<file path="src/rtl/apb2axi_rdf_arb.sv">
// Round-robin arbiter for the RDF drain port: grants one requester per tag, issues per-beat
// rdf_data_req pulses, counts beats and reports done/err. Optional watchdog: APB2AXI_RDF_ARB_TIMEOUT_EN.
module apb2axi_rdf_arb #(
    parameter int NUM_REQ     = 2,
    parameter int TAG_W       = 8,
    parameter int DATA_W      = 32,
    parameter int TIMEOUT_CYC = 1024
) (
    input  logic                     pclk,
    input  logic                     presetn,
    input  logic [NUM_REQ-1:0]       req_valid,
    input  logic [NUM_REQ*TAG_W-1:0] req_tag,
    input  logic [NUM_REQ*8-1:0]     req_len,
    output logic [NUM_REQ-1:0]       req_grant,
    output logic [NUM_REQ-1:0]       beat_valid,
    input  logic [NUM_REQ-1:0]       beat_ready,
    output logic [DATA_W-1:0]        beat_data,
    output logic                     beat_last,
    output logic                     rdf_data_req,
    output logic [TAG_W-1:0]         rdf_data_req_tag,
    input  logic                     rdf_data_valid,
    output logic                     rdf_data_ready,
    input  logic [DATA_W-1:0]        rdf_data_out,
    input  logic                     rdf_data_last,
    output logic                     done_valid,
    output logic [TAG_W-1:0]         done_tag,
    output logic                     done_err
);

    localparam int PTR_W = (NUM_REQ > 1) ? $clog2(NUM_REQ) : 1;
    localparam logic [PTR_W:0] NREQ = (PTR_W+1)'(NUM_REQ);

    typedef enum logic [1:0] {S_IDLE, S_REQ, S_WAIT, S_DONE} state_t;

    state_t             state;
    logic [PTR_W-1:0]   rr_ptr;
    logic [TAG_W-1:0]   tag_q;
    logic [7:0]         len_q;
    logic [8:0]         beat_cnt;
    logic               err_flag;
    logic               win_found;
    logic [PTR_W-1:0]   win_idx;
    logic [PTR_W:0]     cand;
    logic               in_wait;
    logic               hs;
    logic [8:0]         len_p1;
    logic [8:0]         cnt_inc;
`ifdef APB2AXI_RDF_ARB_TIMEOUT_EN
    localparam logic [15:0] WD_LAST = 16'(TIMEOUT_CYC - 1);
    logic [15:0]        wd_cnt;
`endif

    // Search starts one past the last winner so a persistent requester yields to the others.
    always_comb begin
        win_found = 1'b0;
        win_idx   = '0;
        cand      = '0;
        for (int k = 1; k <= NUM_REQ; k++) begin
            cand = {1'b0, rr_ptr} + (PTR_W+1)'(k);
            if (cand >= NREQ) cand = cand - NREQ;
            if (!win_found && req_valid[cand[PTR_W-1:0]]) begin
                win_found = 1'b1;
                win_idx   = cand[PTR_W-1:0];
            end
        end
    end

    // Beat path is combinational; data/last are gated so nothing leaks outside S_WAIT.
    assign in_wait        = (state == S_WAIT);
    assign beat_valid     = in_wait ? (req_grant & {NUM_REQ{rdf_data_valid}}) : '0;
    assign rdf_data_ready = in_wait & rdf_data_valid & |(req_grant & beat_ready);
    assign beat_data      = in_wait ? rdf_data_out : '0;
    assign beat_last      = in_wait & rdf_data_last;
    assign hs             = rdf_data_ready;
    assign len_p1         = {1'b0, len_q} + 9'd1;
    assign cnt_inc        = beat_cnt + 9'd1;

    always_ff @(posedge pclk) begin
        if (state == S_IDLE && win_found) begin
            tag_q <= req_tag[win_idx*TAG_W +: TAG_W];
            len_q <= req_len[win_idx*8 +: 8];
        end
    end

    always_ff @(posedge pclk or negedge presetn) begin
        if (!presetn) begin
            state            <= S_IDLE;
            rr_ptr           <= PTR_W'(NUM_REQ - 1);
            req_grant        <= '0;
            rdf_data_req     <= 1'b0;
            rdf_data_req_tag <= '0;
            done_valid       <= 1'b0;
            done_tag         <= '0;
            done_err         <= 1'b0;
            beat_cnt         <= '0;
            err_flag         <= 1'b0;
`ifdef APB2AXI_RDF_ARB_TIMEOUT_EN
            wd_cnt           <= '0;
`endif
        end else begin
            rdf_data_req     <= 1'b0;
            rdf_data_req_tag <= '0;
            done_valid       <= 1'b0;
            done_tag         <= '0;
            done_err         <= 1'b0;
            case (state)
                S_IDLE: begin
                    if (win_found) begin
                        beat_cnt         <= '0;
                        err_flag         <= 1'b0;
                        req_grant        <= {{(NUM_REQ-1){1'b0}}, 1'b1} << win_idx;
                        rr_ptr           <= win_idx;
                        rdf_data_req     <= 1'b1;
                        rdf_data_req_tag <= req_tag[win_idx*TAG_W +: TAG_W];
                        state            <= S_REQ;
                    end
                end
                S_REQ: begin
                    state <= S_WAIT;
`ifdef APB2AXI_RDF_ARB_TIMEOUT_EN
                    wd_cnt <= '0;
`endif
                end
                S_WAIT: begin
                    if (hs) begin
                        beat_cnt <= cnt_inc;
                        // A beat arriving after the expected count is an overrun; remember it.
                        if (beat_cnt == len_p1 && !rdf_data_last) err_flag <= 1'b1;
`ifdef APB2AXI_RDF_ARB_TIMEOUT_EN
                        wd_cnt <= '0;
`endif
                        if (rdf_data_last) begin
                            done_valid <= 1'b1;
                            done_tag   <= tag_q;
                            done_err   <= err_flag | (cnt_inc != len_p1);
                            state      <= S_DONE;
                        end else begin
                            rdf_data_req     <= 1'b1;
                            rdf_data_req_tag <= tag_q;
                            state            <= S_REQ;
                        end
                    end
`ifdef APB2AXI_RDF_ARB_TIMEOUT_EN
                    else if (!rdf_data_valid) begin
                        if (wd_cnt == WD_LAST) begin
                            done_valid <= 1'b1;
                            done_tag   <= tag_q;
                            done_err   <= 1'b1;
                            state      <= S_DONE;
                        end else begin
                            wd_cnt <= wd_cnt + 16'd1;
                        end
                    end
`endif
                end
                S_DONE: begin
                    req_grant <= '0;
                    state     <= S_IDLE;
                end
                default: state <= S_IDLE;
            endcase
        end
    end

endmodule

</file>
<file path="config.mk">
export PLATFORM = sky130hd
export DESIGN_NAME = apb2axi_rdf_arb
export DESIGN_NICKNAME = d
export VERILOG_FILES = /design/src/rtl/apb2axi_rdf_arb.sv
export SDC_FILE = /design/constraint.sdc
export NUM_CORES = 1
export LEC_CHECK = 0
export CORE_MARGIN = 5
export CORE_UTILIZATION = 42
export CTS_BUF_LIST = sky130_fd_sc_hd__clkbuf_8
export DETAILED_ROUTE_END_ITERATION = 10
export HOLD_SLACK_MARGIN = 0.15
export PLACE_DENSITY_LB_ADDON = 0.12
export SLEW_MARGIN = 20
export SYNTH_ARGS = -nofsm -noshare
export SYNTH_HDL_FRONTEND = slang
export SYNTH_SLANG_ARGS = --single-unit
export TNS_END_PERCENT = 5
</file>
<file path="constraint.sdc">
create_clock -name pclk -period 2.6 [get_ports pclk]
set_input_delay 0.52 -clock pclk [delete_from_list [all_inputs] [get_ports pclk]]
set_output_delay 0.52 -clock pclk [all_outputs]
set_load 0.05 [all_outputs]
</file>
# Word-level counts from Yosys, hierarchy flattened
# Index checks and enable logic that the tools add are counted.
[word_totals] reg_bits=50 inputBits=72 output_inout_bits=57
[classes] add_sub_neg=6 n_lt_le_gt_ge=4 eq_ne=8 shifts=3 muxes=42 bitwise_logic=6 reduce_logical=14
[op_table] cell="8-bit 2-to-1 mux" n=6
[op_table] cell="32-bit 2-to-1 mux" n=1
[op_table] cell="16-bit by 5-bit indexed part select with 8-bit output" n=2
[op_table] cell="1-bit 2-to-1 mux" n=22
[op_table] cell="9-bit 2-to-1 mux" n=2
[op_table] cell="9-bit one-hot mux with 2 select lines" n=1
[op_table] cell="8-bit one-hot mux with 2 select lines" n=1
[op_table] cell="2-bit 2-to-1 mux" n=5
[op_table] cell="8-bit by 1-bit adder with 9-bit output, second input constant" n=1
[op_table] cell="9-bit by 1-bit adder with 9-bit output, second input constant" n=1
[op_table] cell="9-bit == test" n=1
[op_table] cell="9-bit != test" n=1
[op_table] cell="2-bit one-hot mux with 4 select lines" n=1
[op_table] cell="2-bit AND reduction" n=3
[op_table] cell="2-bit AND" n=2
[op_table] cell="2-bit == test, second input constant" n=2
[op_table] cell="2-bit greater-or-equal comparator, second input constant" n=2
[op_table] cell="1-bit by 2-bit < comparator with 1-bit output, second input constant" n=2
[op_table] cell="2-bit != test, second input constant" n=2
[op_table] cell="1-bit one-hot mux with 2 select lines" n=2
[op_table] cell="2-bit one-hot mux with 2 select lines" n=1
[op_table] cell="4-bit AND reduction" n=1
[op_table] cell="2-bit nonzero test" n=2
[op_table] cell="1-bit AND" n=3
[op_table] cell="other kinds (12)" n=16

# Longest topological paths before layout
# Gate-level depths: netlist of the first run.
[depth] word_depth=12 mapped_depth=7 depth_no_buf=6

# Worst setup path before layout of the first run
# OpenSTA, ideal clock, no wires.
[synth_timing] path_kind="register to output" start="register req_grant[0]" end="output port rdf_data_ready" arrival_ns=1.455 t_required_ns=2.080 path_slack_ns=0.625 path_stages_with_launch=5 path_buffers=1 cell_sequence="dfrtp_1 > a22oi_1 > nand3b_1 > inv_2 > buf_2"
[synth_between] elab_chain_cells=3
[synth_lines] item="from (decl)" line="14" text="output logic [NUM_REQ-1:0] req_grant,"
[synth_lines] item="from (signal assigned)" line="111" text="req_grant <= {{(NUM_REQ-1){1'b0}}, 1'b1} << win_idx;"
[synth_lines] item="2-bit AND" line="71" text="assign rdf_data_ready = in_wait & rdf_data_valid & |(req_grant & beat_ready);"
[synth_lines] item="2-bit OR reduction" line="71"
[synth_lines] item="1-bit AND" line="71"
[synth_lines] item="to (decl)" line="22" text="output logic rdf_data_ready,"
# Every way passes these cells.

# Worst setup path after layout of the first run
[layout_timing] start="register state[1]" end="output port rdf_data_ready"
[layout_between] elab_chain_cells=3
[layout_lines] item="from (decl)" line="35" text="state_t state;"
[layout_lines] item="from (signal assigned)" line="87" text="state <= S_IDLE;"
[layout_lines] item="from (signal assigned)" line="115" text="state <= S_REQ;"
[layout_lines] item="from (signal assigned)" line="119" text="state <= S_WAIT;"
[layout_lines] item="2-bit == test" line="69" text="assign in_wait = (state == S_WAIT);"
[layout_lines] item="1-bit AND (2 in series)" line="71"
# Every way passes these cells.

==> impl_metrics.yaml, run 1 <==
min_path:
  hp-class: "reg2reg"
  whs_endpoint: "rdf_data_req_tag[6]"
  holdCritStartpoint: "tag_q[6]"
  hold_depth: 1
global_route:
  grt_pass1_wl_um: 13100
  grt_usage_pct: 19.8
  grt_max_degree: 38
  overflow: 0
  antenna_found_initial: 0
  grt_pass1_vias: 2468
drt:
  wl_um: 7820
  dr.pass1.iters: 4
  vias_per_cell: 5.19
  drc: 0
  dr.first_iter.drc_count: 115
  ant_nets: 0
  via_count: 2383
  avgRoutedWirePerCell_um: 17.0
power:
  p_int_mw: 2.39
  p_seq_share_pct: 27.6
  power_mw: 4.29
  comb_power_share_pct: 61.7
  power_density_nw_per_um2: 945
  switchingPower_mw: 1.90
  p_clk_share_pct: 10.7
  switching_share_pct: 44.3
  peakVddDrop_mv: 0.617
  p_leak_nw: 1.89
floorplan:
  io_pins: 129
  core_area_um2: 6280
  start_util_pct: 42.6
  die_width_um: 89.8
  die_y_um: 89.8
  rows: 29
  dieArea_um2: 8060
cells_and_area:
  diodes: 0
  syn_to_final_growth_pct: 69.6
  final_common_cell: "clkdlybuf4s50_1"
  fillers: 458
  final_nets: 455
  layout_common_cells: "clkdlybuf4s50_1 (92), buf_12 (36), and2_1 (34)"
  fin_area_um2: 4530
  drive_gt1_share_pct: 21.7
timing:
  report.final.slew_viol_count: 0
  clock-skew-final_ns: 0.00562
  finalHoldViolCount: 0
  slew_headroom_pct: 65.0
  rsz0062_at_grt: "false"
  layout_setup_ws_ns: 0.362
  hold_ws_ns: 0.512
  period_needed_ns: 2.24
  setup_viol: 0
  finalCritPeriodShare_pct: 86.1
  totalNegativeSetupSlack_ns: 0
  worst_slew_pin_slew_ns: 0.523
  max_freq_mhz: 447
place:
  dp_hpwl_um: 6220
  gp_congestion: 0.826
  post-place-ws_ns: 0.399
  io_buffer_count: 128
  post_dp_cell_area_um2: 4440
yosys:
  syn_area_um2: 2670
  synth_top_area_cell: "dfrtp_1"
  synth_top_area_share_pct: 30.9
  synth-simple-area-share_pct: 22.2
  ys_seq_elements: 50
  avgSynthCellArea_um2: 10.9
  synth_warnings: 0
  syn_nets: 320
  synthXorXnorAreaFrac_pct: 7.91
  ys_async_sr_fraction_pct: 68.0
  ys_seq_area_share_pct: 49.8
  synth_compound_area_share_pct: 9.83
  synth_top_family_by_area: "simple AND/OR/NAND/NOR gates"
  ys_types: 46
  synth_edf_count: 16
  synth_cells: 246
  synth_ff_type: "dfrtp_1"
  synth_top_cells_by_area: "dfrtp_1 (31%), edfxtp_1 (18%), and2_1 (8.0%)"
  synth_mux_area_share_pct: 6.74
  synth_adder_area_share_pct: 0.936
critical_path:
  slowest_delay_ns: 0.48
  cp-end-kind: "output port"
  startpoint_type: "flip-flop"
  r2r_end: "done_err"
  critPathMaxFanout: 37
  worstPathRequired_ns: 2.08
  reg2reg_from: "beat_cnt[0]"
  worstRegToRegCells: 6
  worstPathCellList: "nor2b_1 > buf_4 > nand3b_1 > inv_2 > buf_12"
  critPathKind: "reg2out"
  slowest_stage: "dfrtp_1"
  critPathArrivalTime_ns: 1.72
  r2r_slack_ns: 0.58
clock_network:
  cts_buffers: 5
  cts_tree: "yes"
  h-tree-depth: 2
  clock_path_buffers: 2
  clk-insertion-delay-late_ns: 0.30
  cts-root-buf: "clkbuf_8"
  hold_buffers: 0
  clk_pin_slew_worst_paths_ns: 0.10
  cts_setup_buffers: 0
  cts_repair_resize_count: 0
  cts.sinks: 50
run:
  max-cap-violations: 0
outcome:
  outcome: "finished, final reports clean"
worst max-delay path: cells and delay by family (launching register included):
| kind | cells | cell delay, ns |
|---|---|---|
| and+or+nand+nor | 2 | 0.32 |
| DFF | 1 | 0.48 |
| buffers and inverters | 3 | 0.62 |
Yosys cell counts (2+ instances only):
cell type and number:
and2_1 34, dfrtp_1 33, nand2_1 17, edfxtp_1 16
mux2_2 16, o21ai_0 12, xnor2_1 12, and3_1 11
nand3_1 10, nor2_1 9, a22o_1 8, a21oi_1 7
inv_1 7, xor2_1 7, clkbuf_1 6, a31oi_1 3
buf_2 3, ha_1 2, nand4_1 2, nor2b_1 2
nor4_1 2, o22ai_1 2, xnor3_1 2
flip-flops by register name, summed over array words and instances (netlist names), 2 cells and up:
| name | flops |
|---|---|
| beat_cnt | 9 |
| done_tag | 8 |
| len_q | 8 |
| rdf_data_req_tag | 8 |
| req_grant | 2 |
| state | 2 |
| tag_q | 8 |
layer usage:
| metal | track usage, % | up-vias | routed length (µm) |
|---|---|---|---|
| li1 | - | 1138 | - |
| met1 | 24.4 | 1130 | 3080 |
| met2 | 35.1 | 111 | 4170 |
| met3 | 4.42 | 4 | 519 |
| met4 | 4.53 | 0 | 55 |
| met5 | 0 | - | 0 |
metrics by stage:
stage	std cells	utilization, %
finish	459	72.2
global route	459	72.2
CTS	459	72.2
detailed placement	451	70.8
global placement	451	70.8
floorplan	246	-
cell type report:
type,count,area (µm²),area share (%)
Inverter,8,30.0,0.662
Sequential cell,50,1330,29.4
Clock buffer,5,68.8,1.52
Multi-Input combinational cell,179,1270,28.1
Clock inverter,3,23.8,0.524
Timing Repair Buffer,137,1710,37.7
Tap cell,77,96.3,2.12
power groups by stage:
stage | registers, mW | clock network [mW] | logic, mW
6_report | 1.18 | 0.457 | 2.65
5_1_grt | 1.21 | 0.500 | 2.79
4_1_cts | 1.18 | 0.473 | 2.67
3_5_place_dp | 1.19 | 0 | 2.67
3_3_place_gp | 1.19 | 0 | 2.63
2_1_floorplan | 1.41 | 0 | 1.24
worst max-delay path by stage:
stage,startpoint,end,cells after the start
final,state[1],rdf_data_ready,5
after global routing,state[1],rdf_data_ready,5
after CTS,state[1],rdf_data_ready,5
after detailed placement,beat_ready[0],rdf_data_ready,5
after global placement,beat_ready[0],rdf_data_ready,5
after floorplan,req_grant[0],rdf_data_ready,4
cell families (layout without fill, tap and decap cells):
family | Yosys count | in the layout
compound gates | 40 | 40
xor+xnor | 21 | 21
fa+ha+maj | 2 | 2
buf+inv | 17 | 153
flops | 50 | 50
mux | 16 | 16
simple gates | 100 | 100
Power figures use the tool's default switching activity.
==> run 2: changes to the inputs <==
- CORE_UTILIZATION: 42 -> 41
- CTS_BUF_LIST: sky130_fd_sc_hd__clkbuf_8 -> unset
==> run 2 against run 1 <==
  * Combinational power down 3%
  * Power up 0.30%
  * Highest routed layer unchanged
  * Cell area down 0.63%
  * Die area up 2.2%
  * Worst hold slack worse by 0.017 ns
  * Via count down 0.25%
  * Sequential power about the same
  * Global-route usage down 1.7 points
  * Critical endpoint unchanged
  * Utilization down 1.3 points
  * Worst setup slack worse by 0.065 ns
  * Count of clock-buffer cells in the layout up 2
==> impl_metrics.yaml, run 2 (synthesized netlist as in run 1, its figures left out) <==
outcome:
  outcome: "finished, final reports clean"
global_route:
  antenna_found_initial: 0
  grt_pass1_wl_um: 12100
  overflow: 0
  grt_pass1_vias: 2311
  grt_max_degree: 38
  grt_usage_pct: 18.1
timing:
  layout_setup_ws_ns: 0.297
  period_needed_ns: 2.30
  slew_headroom_pct: 65.5
  max_freq_mhz: 434
  report.final.slew_viol_count: 0
  worst_slew_pin_slew_ns: 0.516
  finalHoldViolCount: 0
  hold_ws_ns: 0.495
  totalNegativeSetupSlack_ns: 0
  rsz0062_at_grt: "false"
  finalCritPeriodShare_pct: 88.6
  clock-skew-final_ns: 0.00816
  setup_viol: 0
critical_path:
  slowest_stage: "dfrtp_1"
  slowest_delay_ns: 0.47
  critPathKind: "reg2out"
  startpoint_type: "flip-flop"
  cp-end-kind: "output port"
  cp_num_cells: 5
  critPathLaunch: "state[1]"
  cp_top_family: "buffers and inverters"
  r2r_slack_ns: 0.53
  worstPathRequired_ns: 2.08
  worstRegToRegCells: 6
  r2r_end: "done_err"
  path_buf_inv: 3
  critPathMaxFanout: 37
  reg2reg_from: "beat_cnt[0]"
  worstPathCellList: "nor2b_1 > buf_4 > nand3b_1 > inv_2 > buf_12"
  critPathArrivalTime_ns: 1.78
power:
  p_leak_nw: 1.90
  peakVddDrop_mv: 0.622
  power_mw: 4.30
  power_density_nw_per_um2: 954
clock_network:
  clock_path_buffers: 2
  cts_repair_resize_count: 0
  clk-insertion-delay-late_ns: 0.30
  cts-root-buf: "clkbuf_8"
  cts_buffers: 5
  cts_setup_buffers: 0
  clk_pin_slew_worst_paths_ns: 0.08
  h-tree-depth: 2
  cts.sinks: 50
  hold_buffers: 0
  cts_tree: "yes"
min_path:
  whs_endpoint: "err_flag"
  hold_depth: 1
  hp-class: "reg2reg"
  holdCritStartpoint: "err_flag"
place:
  io_buffer_count: 128
  dp_hpwl_um: 5890
  place_inst: 452
  gp_congestion: 0.798
  post-place-ws_ns: 0.377
  post_dp_cell_area_um2: 4400
cells_and_area:
  final_common_cell: "clkdlybuf4s50_1"
  layout_common_cells: "clkdlybuf4s50_1 (92), and2_1 (34), dfrtp_1 (33)"
  syn_to_final_growth_pct: 68.5
  largest_register_ff_count: 9
  top_register: "beat_cnt"
  final_util_pct: 71.0
  drive_gt1_share_pct: 21.4
  final_cells: 460
  diodes: 0
  fillers: 478
  fin_area_um2: 4510
  final_nets: 456
drt:
  drc: 0
  dr.pass1.iters: 4
  wl_um: 7430
  vias_per_cell: 5.17
  avgRoutedWirePerCell_um: 16.1
  via_count: 2377
  ant_nets: 0
  dr.first_iter.drc_count: 142
run:
  max-cap-violations: 0
floorplan:
  die_y_um: 90.8
  rows: 29
  dieArea_um2: 8240
  start_util_pct: 42.1
  io_pins: 129
  core_area_um2: 6350
  die_width_um: 90.8
[run 2: cell count changes in the layout (fill, tap and decap cells not counted), sizes merged]
cell,previous run,this run
buf,45,46
bufinv,0,1
clkbuf,5,7
clkinvlp,2,0
inv,9,8
[run 2: routing by layer]
metal	share of wire, %	up-vias	track usage [%]
met2	50	88	31.9
met3	6.4	5	3.42
met4	0.70	0	4.09
met5	0	-	0
li1	-	1142	-
met1	43	1142	22.9
[run 2: cell type report]
cell class              count  area [µm²]  share of cell area (%)
flip-flops and latches     50        1330                    29.6
well taps                  77        96.3                    2.14
repair buffers            138        1670                    37.0
clock buffers               7        76.3                    1.69
clock inverters             1        30.0                   0.666
inverters                   8        30.0                   0.666
multi-input cells         179        1270                    28.3
[run 2: how the worst max path moves through the flow]
stage	end	slack (ns)
after floorplan	rdf_data_ready	0.63
after global placement	rdf_data_ready	0.38
after detailed placement	rdf_data_ready	0.38
after CTS	rdf_data_ready	0.26
after global routing	rdf_data_ready	0.13
final	rdf_data_ready	0.30
[run 2: report_power, final]
group | internal (mW) | switching [mW]
Combinational | 1.12 | 1.46
Clock | 0.288 | 0.247
Sequential | 1.03 | 0.149
==> run 3: changes to the inputs <==
- CORE_UTILIZATION: 41 -> 42
- CTS_BUF_LIST: unset -> sky130_fd_sc_hd__clkbuf_2 sky130_fd_sc_hd__clkbuf_4 sky130_fd_sc_hd__clkbuf_8
==> results of run 3 <==
Final layout, timing and power as in run 1 (identical DEF).
